[src/rtl/pc_seq_if.sv]
// Sequencer bus: control from the decoder (stall/op_kind/flags/target) and PC/stack status back.
// Signal names are shared with the pc_seq block; master drives control, slave drives status.
interface pc_seq_if #(
    parameter int PC_W      = 8,
    parameter int RAS_DEPTH = 4
);
    logic                       stall;
    logic [2:0]                 op_kind;
    logic                       z;
    logic                       lt;
    logic [PC_W-1:0]            target;
    logic [PC_W-1:0]            PC;
    logic                       done;
    logic [$clog2(RAS_DEPTH):0] ras_cnt;
    logic                       ras_err;

    modport master (
        output stall, op_kind, z, lt, target,
        input  PC, done, ras_cnt, ras_err
    );

    modport slave (
        input  stall, op_kind, z, lt, target,
        output PC, done, ras_cnt, ras_err
    );
endinterface

[src/rtl/pc_seq.sv]
// Program-counter sequencer with RUN/HALTED FSM and an optional circular return-address stack.
// Define PC_SEQ_RAS_EN to build the stack; otherwise CALL acts as JUMP and RET as NEXT.
module pc_seq #(
    parameter int PC_W       = 8,
    parameter int RAS_DEPTH  = 4,
    parameter int START_ADDR = 0
) (
    input  logic     clk,
    input  logic     reset,
    pc_seq_if.slave  bus
);

    localparam int CNT_W = $clog2(RAS_DEPTH) + 1;

    typedef enum logic [2:0] {
        OP_NEXT  = 3'd0,
        OP_JUMP  = 3'd1,
        OP_BR_Z  = 3'd2,
        OP_BR_LT = 3'd3,
        OP_CALL  = 3'd4,
        OP_RET   = 3'd5,
        OP_HALT  = 3'd6,
        OP_RSVD  = 3'd7
    } op_e;

    typedef enum logic {
        S_RUN    = 1'b0,
        S_HALTED = 1'b1
    } state_e;

    state_e          state_q, state_d;
    logic [PC_W-1:0] pc_q, pc_d;
    logic [PC_W-1:0] pc_plus1;
    op_e             op;
    logic            advance;
    logic            ras_hit;
    logic [PC_W-1:0] ras_top;

    assign op       = op_e'(bus.op_kind);
    assign pc_plus1 = pc_q + PC_W'(1);
    assign advance  = (state_q == S_RUN) && !bus.stall;

    // NOTE: sequential state uses non-blocking assignments so every register samples pre-edge values.
    always_ff @(posedge clk) begin
        if (reset) begin
            state_q <= S_RUN;
            pc_q    <= PC_W'(START_ADDR);
        end else begin
            state_q <= state_d;
            pc_q    <= pc_d;
        end
    end

    // NOTE: defaulting every comb output first keeps the block free of inferred latches.
    always_comb begin
        state_d = state_q;
        if (advance && op == OP_HALT) begin
            state_d = S_HALTED;
        end
    end

    // Offsets are the same width as PC, so plain addition is sign-extension plus modulo wrap.
    always_comb begin
        pc_d = pc_q;
        if (advance) begin
            case (op)
                OP_JUMP,
                OP_CALL:  pc_d = bus.target;
                OP_BR_Z:  pc_d = bus.z  ? pc_q + bus.target : pc_plus1;
                OP_BR_LT: pc_d = bus.lt ? pc_q + bus.target : pc_plus1;
                OP_RET:   pc_d = ras_hit ? ras_top : pc_plus1;
                OP_HALT:  pc_d = pc_q;
                default:  pc_d = pc_plus1;
            endcase
        end
    end

    always_comb begin
        bus.PC   = pc_q;
        bus.done = (state_q == S_HALTED);
    end

`ifdef PC_SEQ_RAS_EN
    localparam int SP_W = $clog2(RAS_DEPTH);

    logic [PC_W-1:0]  ras_q [RAS_DEPTH];
    logic [SP_W-1:0]  sp_q, sp_d;
    logic [CNT_W-1:0] cnt_q, cnt_d;
    logic             err_q, err_d;
    logic             push, pop, full, empty;

    // sp_q is the next write slot; a push when full overwrites the oldest entry by wrapping.
    always_comb begin
        push    = advance && (op == OP_CALL);
        pop     = advance && (op == OP_RET);
        full    = (cnt_q == CNT_W'(RAS_DEPTH));
        empty   = (cnt_q == '0);
        ras_hit = !empty;
        ras_top = ras_q[sp_q - SP_W'(1)];
        sp_d    = sp_q;
        cnt_d   = cnt_q;
        err_d   = err_q;
        if (push) begin
            sp_d = sp_q + SP_W'(1);
            if (full) begin
                err_d = 1'b1;
            end else begin
                cnt_d = cnt_q + CNT_W'(1);
            end
        end else if (pop) begin
            if (empty) begin
                err_d = 1'b1;
            end else begin
                sp_d  = sp_q - SP_W'(1);
                cnt_d = cnt_q - CNT_W'(1);
            end
        end
    end

    always_ff @(posedge clk) begin
        if (reset) begin
            sp_q  <= '0;
            cnt_q <= '0;
            err_q <= 1'b0;
        end else begin
            sp_q  <= sp_d;
            cnt_q <= cnt_d;
            err_q <= err_d;
        end
    end

    // NOTE: stack storage is deliberately not reset; its contents are only read when ras_cnt covers them.
    always_ff @(posedge clk) begin
        if (push) begin
            ras_q[sp_q] <= pc_plus1;
        end
    end

    assign bus.ras_cnt = cnt_q;
    assign bus.ras_err = err_q;
`else
    assign ras_hit     = 1'b0;
    assign ras_top     = '0;
    assign bus.ras_cnt = CNT_W'(0);
    assign bus.ras_err = 1'b0;
`endif

endmodule
[src/flat_wrapper.sv]
// flat-port wrapper written by rule: the top's interface ports become plain ports
module pc_seq_flat 
#(
    parameter int PC_W       = 8,
    parameter int RAS_DEPTH  = 4,
    parameter int START_ADDR = 0
)
  (clk, reset, bus_stall, bus_op_kind, bus_z, bus_lt, bus_target, bus_PC, bus_done, bus_ras_cnt, bus_ras_err);
  pc_seq_if #(.PC_W(PC_W), .RAS_DEPTH(RAS_DEPTH)) bus_i ();
  input  logic clk;
  input  logic reset;
  input wire logic [$bits(bus_i.stall)-1:0] bus_stall;
  input wire logic [$bits(bus_i.op_kind)-1:0] bus_op_kind;
  input wire logic [$bits(bus_i.z)-1:0] bus_z;
  input wire logic [$bits(bus_i.lt)-1:0] bus_lt;
  input wire logic [$bits(bus_i.target)-1:0] bus_target;
  output wire logic [$bits(bus_i.PC)-1:0] bus_PC;
  output wire logic [$bits(bus_i.done)-1:0] bus_done;
  output wire logic [$bits(bus_i.ras_cnt)-1:0] bus_ras_cnt;
  output wire logic [$bits(bus_i.ras_err)-1:0] bus_ras_err;
  assign bus_i.stall = bus_stall;
  assign bus_i.op_kind = bus_op_kind;
  assign bus_i.z = bus_z;
  assign bus_i.lt = bus_lt;
  assign bus_i.target = bus_target;
  assign bus_PC = bus_i.PC;
  assign bus_done = bus_i.done;
  assign bus_ras_cnt = bus_i.ras_cnt;
  assign bus_ras_err = bus_i.ras_err;
  pc_seq #(.PC_W(PC_W), .RAS_DEPTH(RAS_DEPTH), .START_ADDR(START_ADDR)) u_core (.clk(clk), .reset(reset), .bus(bus_i));
endmodule
[config.mk]
export PLATFORM = sky130hd
export DESIGN_NAME = pc_seq_flat
export DESIGN_NICKNAME = d
export VERILOG_FILES = /design/src/rtl/pc_seq_if.sv /design/src/rtl/pc_seq.sv /design/src/flat_wrapper.sv
export SDC_FILE = /design/constraint.sdc
export NUM_CORES = 1
export LEC_CHECK = 0
export BUFFER_PORTS_ARGS = -buffer_cell sky130_fd_sc_hd__buf_4
export CAP_MARGIN = 20
export CORE_MARGIN = 8
export CORE_UTILIZATION = 55
export CTS_BUF_LIST = sky130_fd_sc_hd__clkbuf_2
export DETAILED_ROUTE_END_ITERATION = 10
export GPL_ROUTABILITY_DRIVEN = 0
export PLACE_DENSITY = 0.85
export REMOVE_ABC_BUFFERS = 1
export SLEW_MARGIN = 20
export SYNTH_ARGS = -nofsm -noshare
export SYNTH_HDL_FRONTEND = slang
export SYNTH_SLANG_ARGS = --single-unit
[constraint.sdc]
create_clock -name clk -period 5.2 [get_ports clk]
set_input_delay 0.52 -clock clk [delete_from_list [all_inputs] [get_ports clk]]
set_output_delay 0.52 -clock clk [all_outputs]
set_load 0.01 [all_outputs]
## After elaboration in Yosys (flattened, before gate mapping)

Cells that the tools add are included.

- $add $sub $neg: 2
- Eq/ne operators: 5
- Multiplexer cells: 3
- Bitwise gates (word level): 2
- Reductions and logical operators: 5

Operator list:

| cell | number |
|---|---|
| $pmux W8 S4 | 1 |
| $mux W8 | 2 |
| $add A8 B1 Y8 const B | 1 |
| $add A8 B8 Y8 | 1 |
| $eq A3 B2 Y1 const B | 2 |
| $eq A3 B3 Y1 const B | 2 |
| $eq A3 B1 Y1 const B | 1 |
| $logic_and A1 B1 Y1 | 2 |
| $not A1 Y1 | 2 |
| $reduce_and A2 Y1 | 1 |
| $reduce_or A2 Y1 | 1 |
| $logic_not A1 Y1 | 1 |

- Flip-flop bits (word level): 9
- Input port bits: 16
- Output and inout bits: 13
- Word-level logic and storage cells: 19

## Depth between registers and ports, before layout

- Depth after elaboration: 3
- Mapped depth: 7
- Mapped depth without buffers: 7

## Worst setup path before layout

No wires, ideal clock.

- Path kind: input port to flip-flop
- Start: input bus_target[0]
- End: register u_core.pc_q[4] (netlist: u_core.bus.PC[4])
- Setup time: 125 ps
- Arrival time: 1894 ps
- Data required time: 5075 ps
- Slack: 3181 ps
- Stages on the path: 7
- Buffers on the path: 0
- Cell sequence: ha_1 fa_1 a21o_1 a21oi_1 xnor2_1 a222oi_1 nor2_1

- Word-level cells in the longest chain between the ends: 3
- Elaborated cells on any way between the ends: 4
- Those cells by class: add/sub: 1; mux: 3

RTL lines:

| what | RTL line | RTL |
|---|---|---|
| start, declared | flat_wrapper.sv:16 | `input wire logic [$bits(bus_i.target)-1:0] bus_target;` |
| $add A8 B8 Y8 (*) | pc_seq.sv:69, pc_seq.sv:70 |  |
| $mux W8, on equally long branches | pc_seq.sv:70, pc_seq.sv:69 |  |
| $pmux W8 S4 (*) | pc_seq.sv:66 | `case (op)` |
| end signal, assigned | pc_seq.sv:47 | `pc_q <= PC_W'(START_ADDR);` |
| end signal, assigned | pc_seq.sv:50 | `pc_q <= pc_d;` |
| end, declared | pc_seq.sv:32 | `logic [PC_W-1:0] pc_q, pc_d;` |

Every way passes the cells marked *; elsewhere a longest branch is shown, timed or not.
A chain may end at the register's enable or synchronous reset.

## Final worst setup path

- Start: register u_core.pc_q[0] (netlist: u_core.bus.PC[0])
- End: register u_core.pc_q[6] (netlist: u_core.bus.PC[6])

- Word-level cells in the longest chain between the ends: 3
- Elaborated cells on any way between the ends: 5
- Those cells by class: add/sub: 2; mux: 3

RTL lines:

| what | RTL line |
|---|---|
| $add A8 B1 Y8 or $add A8 B8 Y8 (tied branches) | pc_seq.sv:40, pc_seq.sv:69, pc_seq.sv:70 |
| $mux W8, on equally long branches | pc_seq.sv:70, pc_seq.sv:69 |
| $pmux W8 S4 (*) | pc_seq.sv:66 |

Marked as above.

==> reports/qor.yml <==
pwr:
  p_total_w: 0.000226
  power.leakage_nw: 0.495
  ir_worst_vdd_v: 0.000124
  cellPowerDensity_nw_per_um2: 199
drt:
  vias: 1019
  routed_via_density: 6.57
  antenna_left: 0
  dr.pass1.iters: 4
  drcViolationCount: 0
  drt_iter0_drc: 32
  routed_wl_um: 2620
  wl_per_cell_um: 16.9
synthesis:
  syn_inst: 112
  yosysSeqAreaShare_pct: 19.3
  yosysWarnings: 0
  yosysUniqueCellTypes: 42
  post_synth.cell_area_avg_um2: 8.35
  synth_area_um2: 935
  synth_seq_cells: 9
worst_setup_path:
  crit_chain: "ha_1, fa_1, a211oi_1, o21bai_1, a21oi_1, xor2_1, o22ai_1"
  cp.required_ps: 5370
  end_kind: "flop"
  crit_path_start_kind: "flop"
  cp_max_fo: 7
  arrival_ps: 2160
  cp_slowest_cell: "fa_1"
  slowest_delay_ps: 430
  critPathKind: "reg2reg"
layout:
  multiInputGateArea_um2: 723
  n_antenna_cell: 0
  layout_common_cells: "24 x buf_4, 11 x nor2_1, 11 x o21ai_0"
  stdcell_area_um2: 1130
  layout_commonest_cell: "buf_4"
  syn2layout_area_growth_pct: 21.2
  drive_gt1_share_pct: 26.1
  regArea_um2: 180
  final_cell_count_no_fill: 155
  nets: 164
  n_fill_cell: 146
sta:
  post-route-min-period_ps: 1990
  rsz0062_at_grt: "no"
  final.setup.worst_slack_ps: 3210
  finalSetupViolations: 0
  finalHoldViolations: 0
  finClkSkew_ps: 14.0
  max_slew_margin_pct: 44.6
  timing.setup.tns_ps: 0
  drv_slew: 0
  finalCritPeriodShare_pct: 38.2
  max_slew.worst_pin.slew_ps: 826
  fmax_mhz: 503
floorplanning:
  core_um2: 1670
  die_area_um2: 3270
  num_io_pins: 29
  fp-row-count: 15
  die_w_um: 57.2
  fp.dieH_um: 57.2
  start_util_pct: 56.0
cts:
  ctsHoldBuffers: 0
  cts_tree: "done"
  cts_resized: 0
  cts.path.max_buffers: 2
  clk_pin_slew_ps: 120
  cts_setup_buffers: 0
  cts_made_buffers: 3
  h-tree-depth: 1
  cts_sinks: 9
  clock_latency_ps: 270
  clock-root-buffer: "clkbuf_2"
place:
  placed_area_um2: 1110
  io_buffers: 24
  place_inst: 151
  place_ws_ps: 2960
  hpwl_um: 2070
status:
  status: "finished clean"
global_route:
  grtUsageTotal_pct: 16.1
  grt_first_pass_wirelength_um: 4310
  grt_pass1_vias: 945
  overflow: 0
  grt_max_degree: 15
  antenna_found_initial: 0
worst_hold_path:
  holdCritPathClass: "in2reg"
job:
  max-cap-violations: 0
==> critical path, delay by kind of cell, from the launching register on <==
kind | cells | cell delay [ps]
XOR/XNOR | 1 | 180
AO/OA/AOI/OAI | 4 | 630
flip-flops | 1 | 380
adder cells (fa/ha/maj) | 2 | 690
==> sequential cells by signal (all words and copies together) (netlist names) <==
name,count
u_core.bus.PC,8
u_core.bus.done,1
==> final timing paths <==
| check | from | slack (ps) | endpoint | cells past startpoint |
|---|---|---|---|---|
| max | u_core.bus.PC[0] | 3210 | u_core.bus.PC[6] | 7 |
| min | reset | 440 | u_core.bus.PC[2] | 2 |
| max reg2reg | u_core.bus.PC[0] | 3210 | u_core.bus.PC[6] | 7 |
| min reg2reg | u_core.bus.done | 540 | u_core.bus.done | 2 |
==> cell usage after synthesis (all sizes together) <==
cell | n | share of area, %
a31o | 1 | 0.94
nand2 | 4 | 1.6
ha | 8 | 11
nor3 | 1 | 1.1
nand3 | 3 | 1.6
a21oi | 7 | 5.0
a222oi | 2 | 2.1
nor3b | 2 | 1.6
o21ai | 12 | 6.4
nor2 | 12 | 5.6
fa | 1 | 2.1
and3 | 1 | 0.67
dfxtp | 9 | 19
or4b | 1 | 1.1
o21a | 1 | 0.80
a31oi | 1 | 0.67
conb | 1 | 0.40
o211ai | 3 | 2.4
nand3b | 1 | 0.80
inv | 2 | 0.80
buf | 5 | 3.7
mux2 | 1 | 1.2
and3b | 1 | 1.1
and4 | 1 | 0.94
xnor2 | 5 | 4.7
o31ai | 2 | 1.6
a21o | 2 | 1.6
or3 | 1 | 0.67
nand4 | 1 | 0.67
o22ai | 2 | 1.3
a22o | 1 | 0.94
nand2b | 2 | 2.4
o21bai | 1 | 0.80
a211oi | 4 | 3.2
xor2 | 4 | 3.7
o221ai | 1 | 0.94
a221oi | 5 | 4.7
==> where the power goes <==
part | switching, W | internal (W)
logic | 0.0000478 | 0.0000433
registers | 0.00000947 | 0.0000743
clock network | 0.0000303 | 0.0000204
==> per-stage QoR <==
stage                     util (%)  hold WS [ps]
after global placement        66.6           510
final                         67.8           440
after detailed placement      66.6           529
after floorplan                  -           541
after global routing          67.8           469
after CTS                     67.8           452
==> layout make-up <==
| cell class | count | area share (%) |
|---|---|---|
| sequential | 9 | 15.9 |
| inverter | 2 | 0.663 |
| tap | 17 | 1.88 |
| multi-input combinational | 99 | 63.9 |
| clock buffer | 4 | 1.77 |
| timing repair buffer | 24 | 15.9 |
==> logic make-up after synthesis <==
logic type                 count (synthesis)  synth area share (%)
buffers and inverters                      7                  4.55
other                                      1                 0.401
and+or+nand+nor                           31                  19.8
DFF                                        9                  19.3
muxes                                      1                  1.20
xor gates and xnor gates                   9                  8.43
adders and majority gates                  9                  12.9
AOI/OAI and AO/OA                         45                  33.5
==> metal layers <==
metal | vias up | wire length, um | global-route usage, %
met5 | - | 0 | 0
met4 | 0 | 62 | 7.86
met3 | 7 | 211 | 2.47
met2 | 49 | 1320 | 28.7
met1 | 479 | 1040 | 18.2
li1 | 484 | - | -
Note: power is estimated with default switching activity, not from simulation.
